==> src/rtl/fetch_pkg.sv <==
`timescale 1ns/1ps
`default_nettype none
// ============================================================================
// Module      : fetch_pkg
// Description : Shared types and constants for the fetch way scheduler:
//               FSM state encoding, way-select encoding, default reset PC.
// Revision    : 1.0 - initial release
// ============================================================================
package fetch_pkg;

  // Scheduler FSM states, explicit 2-bit encoding
  typedef enum logic [1:0] {
    ST_IDLE = 2'd0,
    ST_REQ  = 2'd1,
    ST_WAIT = 2'd2,
    ST_DROP = 2'd3
  } fetch_state_e;

  // Which fetch way receives the next delivered instruction
  typedef enum logic {
    WAY0 = 1'b0,
    WAY1 = 1'b1
  } way_sel_e;

  // First fetch address after reset unless overridden at instantiation
  localparam logic [31:0] c_default_reset_pc = 32'h8000_0000;

endpackage : fetch_pkg
`default_nettype wire

==> src/rtl/fetch_way_scheduler.sv <==
`timescale 1ns/1ps
`default_nettype none
// ============================================================================
// Module      : fetch_way_scheduler
// Description : Issues single-outstanding instruction-memory reads and
//               distributes the returned instructions alternately to two
//               fetch ways (way0, way1, way0, ...). Redirects restart the
//               stream at way0; a read already in flight at redirect time
//               is drained and discarded.
// Revision    : 1.0 - initial release
// ============================================================================
module fetch_way_scheduler #(
  parameter logic [31:0] RESET_PC = fetch_pkg::c_default_reset_pc
) (
  input  logic        clk,
  input  logic        reset,
  input  logic        jump_i,
  input  logic [31:0] jump_addr_i,
  output logic        imem_req_o,
  output logic [31:0] imem_addr_o,
  input  logic        imem_gnt_i,
  input  logic        imem_rvalid_i,
  input  logic [31:0] imem_rdata_i,
  input  logic        way0_ready_i,
  input  logic        way1_ready_i,
  output logic        way0_valid_o,
  output logic        way1_valid_o,
  output logic [31:0] way_inst_o,
  output logic [31:0] way_addr_o,
  output logic        jump_flag_o
);

  import fetch_pkg::*;

  fetch_state_e state_q, state_d;
  way_sel_e     tgt_q, tgt_d;
  logic [31:0]  pc_q, pc_d;
  logic [31:0]  inst_q, inst_d;
  logic [31:0]  addr_q, addr_d;
  logic         way0_valid_q, way0_valid_d;
  logic         way1_valid_q, way1_valid_d;
  logic         w_tgt_ready;
  logic         w_req;

  // Request only when the way that will receive the data has room; a redirect
  // in the same cycle withdraws the request since the address is now stale.
  assign w_tgt_ready = (tgt_q == WAY0) ? way0_ready_i : way1_ready_i;
  assign w_req       = (state_q == ST_REQ) && w_tgt_ready && !jump_i;

  // Next-state, pc, way-select and delivery-register computation
  always_comb begin
    state_d      = state_q;
    tgt_d        = tgt_q;
    pc_d         = pc_q;
    inst_d       = inst_q;
    addr_d       = addr_q;
    way0_valid_d = 1'b0;
    way1_valid_d = 1'b0;

    case (state_q)
      ST_IDLE: state_d = ST_REQ;

      ST_REQ: begin
        // A grant racing a redirect still leaves a read in flight to drain
        if (jump_i && imem_gnt_i) begin
          state_d = ST_DROP;
        end else if (w_req && imem_gnt_i) begin
          state_d = ST_WAIT;
        end
      end

      ST_WAIT: begin
        if (imem_rvalid_i) begin
          state_d = ST_REQ;
          if (!jump_i) begin
            inst_d       = imem_rdata_i;
            addr_d       = pc_q;
            way0_valid_d = (tgt_q == WAY0);
            way1_valid_d = (tgt_q == WAY1);
            pc_d         = pc_q + 32'd4;
            tgt_d        = (tgt_q == WAY0) ? WAY1 : WAY0;
          end
        end else if (jump_i) begin
          state_d = ST_DROP;
        end
      end

      // The in-flight read is consumed here even if another redirect arrives
      // with it; otherwise the FSM would wait for a response that never comes.
      ST_DROP: begin
        if (imem_rvalid_i) begin
          state_d = ST_REQ;
        end
      end

      default: state_d = ST_IDLE;
    endcase

    // A redirect always wins over sequential pc advance
    if (jump_i) begin
      pc_d  = jump_addr_i;
      tgt_d = WAY0;
    end
  end

  // State, pc and delivery registers with synchronous reset
  always_ff @(posedge clk) begin
    if (reset) begin
      state_q      <= ST_IDLE;
      tgt_q        <= WAY0;
      pc_q         <= RESET_PC;
      inst_q       <= 32'd0;
      addr_q       <= 32'd0;
      way0_valid_q <= 1'b0;
      way1_valid_q <= 1'b0;
    end else begin
      state_q      <= state_d;
      tgt_q        <= tgt_d;
      pc_q         <= pc_d;
      inst_q       <= inst_d;
      addr_q       <= addr_d;
      way0_valid_q <= way0_valid_d;
      way1_valid_q <= way1_valid_d;
    end
  end

  // Outputs are forced quiet for the whole reset cycle, not only after the
  // first reset edge; strobes never coincide with a flush.
  assign imem_req_o   = w_req && !reset;
  assign imem_addr_o  = pc_q;
  assign way0_valid_o = way0_valid_q && !jump_i && !reset;
  assign way1_valid_o = way1_valid_q && !jump_i && !reset;
  assign way_inst_o   = reset ? 32'd0 : inst_q;
  assign way_addr_o   = reset ? 32'd0 : addr_q;
  assign jump_flag_o  = jump_i;

endmodule : fetch_way_scheduler
`default_nettype wire

==> config.mk <==
export PLATFORM = sky130hd
export DESIGN_NAME = fetch_way_scheduler
export DESIGN_NICKNAME = d
export VERILOG_FILES = /design/src/rtl/fetch_pkg.sv /design/src/rtl/fetch_way_scheduler.sv
export SDC_FILE = /design/constraint.sdc
export NUM_CORES = 1
export LEC_CHECK = 0
export BUFFER_PORTS_ARGS = -buffer_cell sky130_fd_sc_hd__buf_2
export CELL_PAD_IN_SITES_DETAIL_PLACEMENT = 2
export CELL_PAD_IN_SITES_GLOBAL_PLACEMENT = 2
export CORE_MARGIN = 2
export CORE_UTILIZATION = 30
export DETAILED_ROUTE_END_ITERATION = 10
export PLACE_DENSITY = 0.94
export SYNTH_ARGS = -nofsm -noshare
export SYNTH_HDL_FRONTEND = slang
export SYNTH_SLANG_ARGS = --single-unit
export TNS_END_PERCENT = 20
==> constraint.sdc <==
create_clock -name clk -period 5.09 [get_ports clk]
set_clock_uncertainty 0.1 [all_clocks]
set_input_delay 0.2545 -clock clk [delete_from_list [all_inputs] [get_ports clk]]
set_output_delay 0.2545 -clock clk [all_outputs]
set_load 0.01 [all_outputs]
==> run_results.csv <==
group,metric,value,unit
outcome,outcome,"finished clean",
setup_path,worst_r2r_path_depth,7,
pwr,p_leak,2.54,nW
sta,fin_ws,2.31,ns
drt,route.met2.wl,7780,um
sta,worst_slew_pin_slew,0.830,ns
synthesis,synth_area_leader_cell,"dfxtp_1",
grt,grt_start_max_net_pins,70,
sta,drv_slew,0,
setup_path,crit_fanout,43,
die,die_h,125,um
die,core_area,14400,um^2
clock_tree,cts_setup_buffers,0,
drt,drc,0,
setup_path,critPathKind,"reg -> reg",
placement,port_buffers,170,
clock_tree,htreeDepth,3,
final_layout,synthToLayoutAreaGrowth,28.8,%
hold_path,hold_depth,3,
synthesis,synthCells,461,
die,start_util,30.4,%
synthesis,synthTopCellsByArea,"dfxtp_1 46%, o22a_1 12%, nor2b_1 9.2%",
synthesis,synth-edff-count,0,
clock_tree,cts_tree,"yes",
drt,wl_met3,830,um
hold_path,min_from,"jump_addr_i[31]",
clock_tree,numClockSinks,101,
flow_run,maxCapViolations,0,
pwr,p_sw_share,26.5,%
pwr,power_frac_clock,36.9,%
clock_tree,numCtsBuffers,9,
die,io_pins,171,
sta,fmax,359,MHz
sta,fin_crit_sh,54.7,%
pwr,combinationalPowerShare,13.3,%
pwr,vdd_drop_max,0.136,mV
synthesis,yosys_warnings,0,
drt,maxUsedRoutingLayer,"met4",
pwr,powerDensity,313,nW/um^2
sta,grt_setup_unrepaired,"false",
clock_tree,insertion_delay,0.34,ns
synthesis,ys.flop_type,"dfxtp_1",
drt,viasPerCell,5.10,
placement,preCtsSetupSlack,2.31,ns
final_layout,nNetsFinal,688,
synthesis,synth_cell_types,42,
final_layout,final_area,5640,um^2
clock_tree,clockRootBuffer,"clkbuf_16",
setup_path,r2r_start,"state_q[0]",
sta,fin_tns_setup,0,ns
die,fp.dieW,125,um
synthesis,yosysSeqAreaShare,46.2,%
synthesis,ys_async_sr_fraction,0,%
drt,vias,4095,
drt,detailedRoute.firstPassIterationCount,4,
drt,finalWirelength,15100,um
hold_path,hold_path_class,"in -> reg",
grt,overflow,0,
placement,hpwl,10700,um
grt,grt_antenna_before_repair,1,
sta,fin_hold_ws,0.0307,ns
grt,grt_pass1_wl,24300,um
setup_path,worstPathRequired,5.27,ns
synthesis,syn_area_per_cell,9.49,um^2
grt,grt_use_total,19.4,%
drt,ant_nets,0,
drt,wl_met1,6240,um
synthesis,ys_ff_latch,101,
setup_path,cp_data_arrival_time,2.96,ns
sta,timing.slew.headroom,44.2,%
sta,setup_viol_count_final,0,
die,row_count,44,
clock_tree,clock_path_buffers,2,
pwr,pwr-share-seq,49.8,%
hold_path,min_to,"imem_addr_o[31]",
pwr,power.switching,466,uW
final_layout,post_route_cells_drive_above_1_share,32.8,%
die,die-area,15600,um^2
synthesis,syn-cell-area,4370,um^2
clock_tree,post_cts_resized,0,
clock_tree,clk_pin_slew_worst_paths,0.07,ns
sta,period_needed,2.78,ns
setup_path,reg2reg_setup_slack,2.31,ns
placement,postPlaceCellArea,5360,um^2
pwr,finalPower,1.76,mW
synthesis,mappedNetlistNets,536,
setup_path,cp-end-kind,"register",
pwr,internal_power,1.30,mW
drt,wl_per_cell,18.8,um
setup_path,r2r_end,"inst_q[1]",
sta,hold_viol_final,0,
grt,grt_pass1_vias,4466,
clock_tree,hold_buffers,0,
synthesis,synth_top_area_share,46.2,%
placement,place_congestion,0.757,
setup_path,worstSetupStartpointType,"register",
drt,drt-initial-drc-count,100,
## stage by stage
step,std cells,utilization [%]
after floorplan,461,-
after global placement,786,37.3
after detailed placement,786,37.3
after CTS,802,39.2
after global routing,803,39.2
final,803,39.2
## power groups by stage
stage / sequential, mW / combinational [mW] / clock, mW
floorplan: 0.889 / 0.132 / 0
global placement: 0.889 / 0.219 / 0
detailed placement: 0.895 / 0.236 / 0
CTS: 0.877 / 0.239 / 0.675
global route: 0.883 / 0.260 / 0.706
finish: 0.877 / 0.235 / 0.650
## synthesized netlist by cell type, types with 2 or more instances
cell	instances
a211oi_1	14
a21oi_1	15
a311oi_1	4
and2_1	4
and3_1	6
buf_1	4
buf_2	8
clkbuf_1	20
dfxtp_1	101
ha_1	4
inv_1	5
mux2i_1	4
nand2_1	34
nand3_1	8
nand3_2	4
nand4_1	7
nor2_1	29
nor2b_1	64
nor3_1	6
nor4_1	4
nor4_4	2
o21ai_0	5
o22a_1	61
o22ai_1	3
or2_2	2
or3_1	3
xnor2_1	6
xor2_1	20
## cells in the final DEF (no fill, tap or decap), drive strengths merged, types with 2 or more instances in the layout
| cell | instances |
|---|---|
| o22a | 61 |
| nand4 | 7 |
| clkbuf | 15 |
| or2 | 2 |
| o22ai | 3 |
| nand2 | 34 |
| buf | 174 |
| a21oi | 15 |
| and3 | 7 |
| a311oi | 4 |
| nand3 | 13 |
| o21ai | 5 |
| dfxtp | 101 |
| nor2 | 29 |
| nor4 | 6 |
| and2 | 4 |
| a211oi | 14 |
| xnor2 | 6 |
| clkinv | 2 |
| or3 | 4 |
| mux2i | 4 |
| inv | 5 |
| nor3 | 7 |
| xor2 | 20 |
| ha | 4 |
| nor2b | 64 |
## state kept, by name, indices dropped and copies added (netlist names)
name,count
imem_addr_o,32
way0_valid_q,1
addr_q,32
way1_valid_q,1
tgt_q,1
state_q,2
inst_q,32
## critical path, stage by stage (launching register included)
cell and delay (ns):
dfxtp_1 0.34, inv_1 0.07, ha_1 0.28, and2_1 0.50, nand2_2 0.15, nor2_4 0.49, buf_4 0.52, o22a_1 0.23
## cells by family after synthesis
kind of cell | Yosys count | share of synthesized area (%)
AO/OA/AOI/OAI | 106 | 18.9
XOR/XNOR | 26 | 5.21
buffers and inverters | 39 | 3.66
AND/OR/NAND/NOR | 180 | 23.7
multiplexers | 5 | 1.17
flip-flops | 101 | 46.2
adder cells (fa/ha/maj) | 4 | 1.14
## worst max-delay path by stage
stage               slack, ns               to      startpoint
global route             2.10        inst_q[0]      state_q[0]
floorplan                2.98  imem_addr_o[20]  imem_addr_o[2]
CTS                      2.29       inst_q[31]      state_q[0]
global placement         2.49       addr_q[26]      state_q[0]
detailed placement       2.31       inst_q[12]      state_q[0]
finish                   2.31        inst_q[1]      state_q[0]
## final cells by class
type	instances	area (um^2)
multi-input cells	321	2200
repair buffers	174	883
clock buffers	15	268
diodes	1	2.50
flip-flops and latches	101	2020
fillers	1637	8730
inverters	6	22.5
well taps	184	230
clock inverters	1	5.00
## metal layers
metal,global-route usage [%],vias up
met1,22.7,2015
met2,34.8,124
met3,4.68,18
met4,6.15,0
met5,0,-
li1,-,1938
Power figures use the tool's default switching activity.
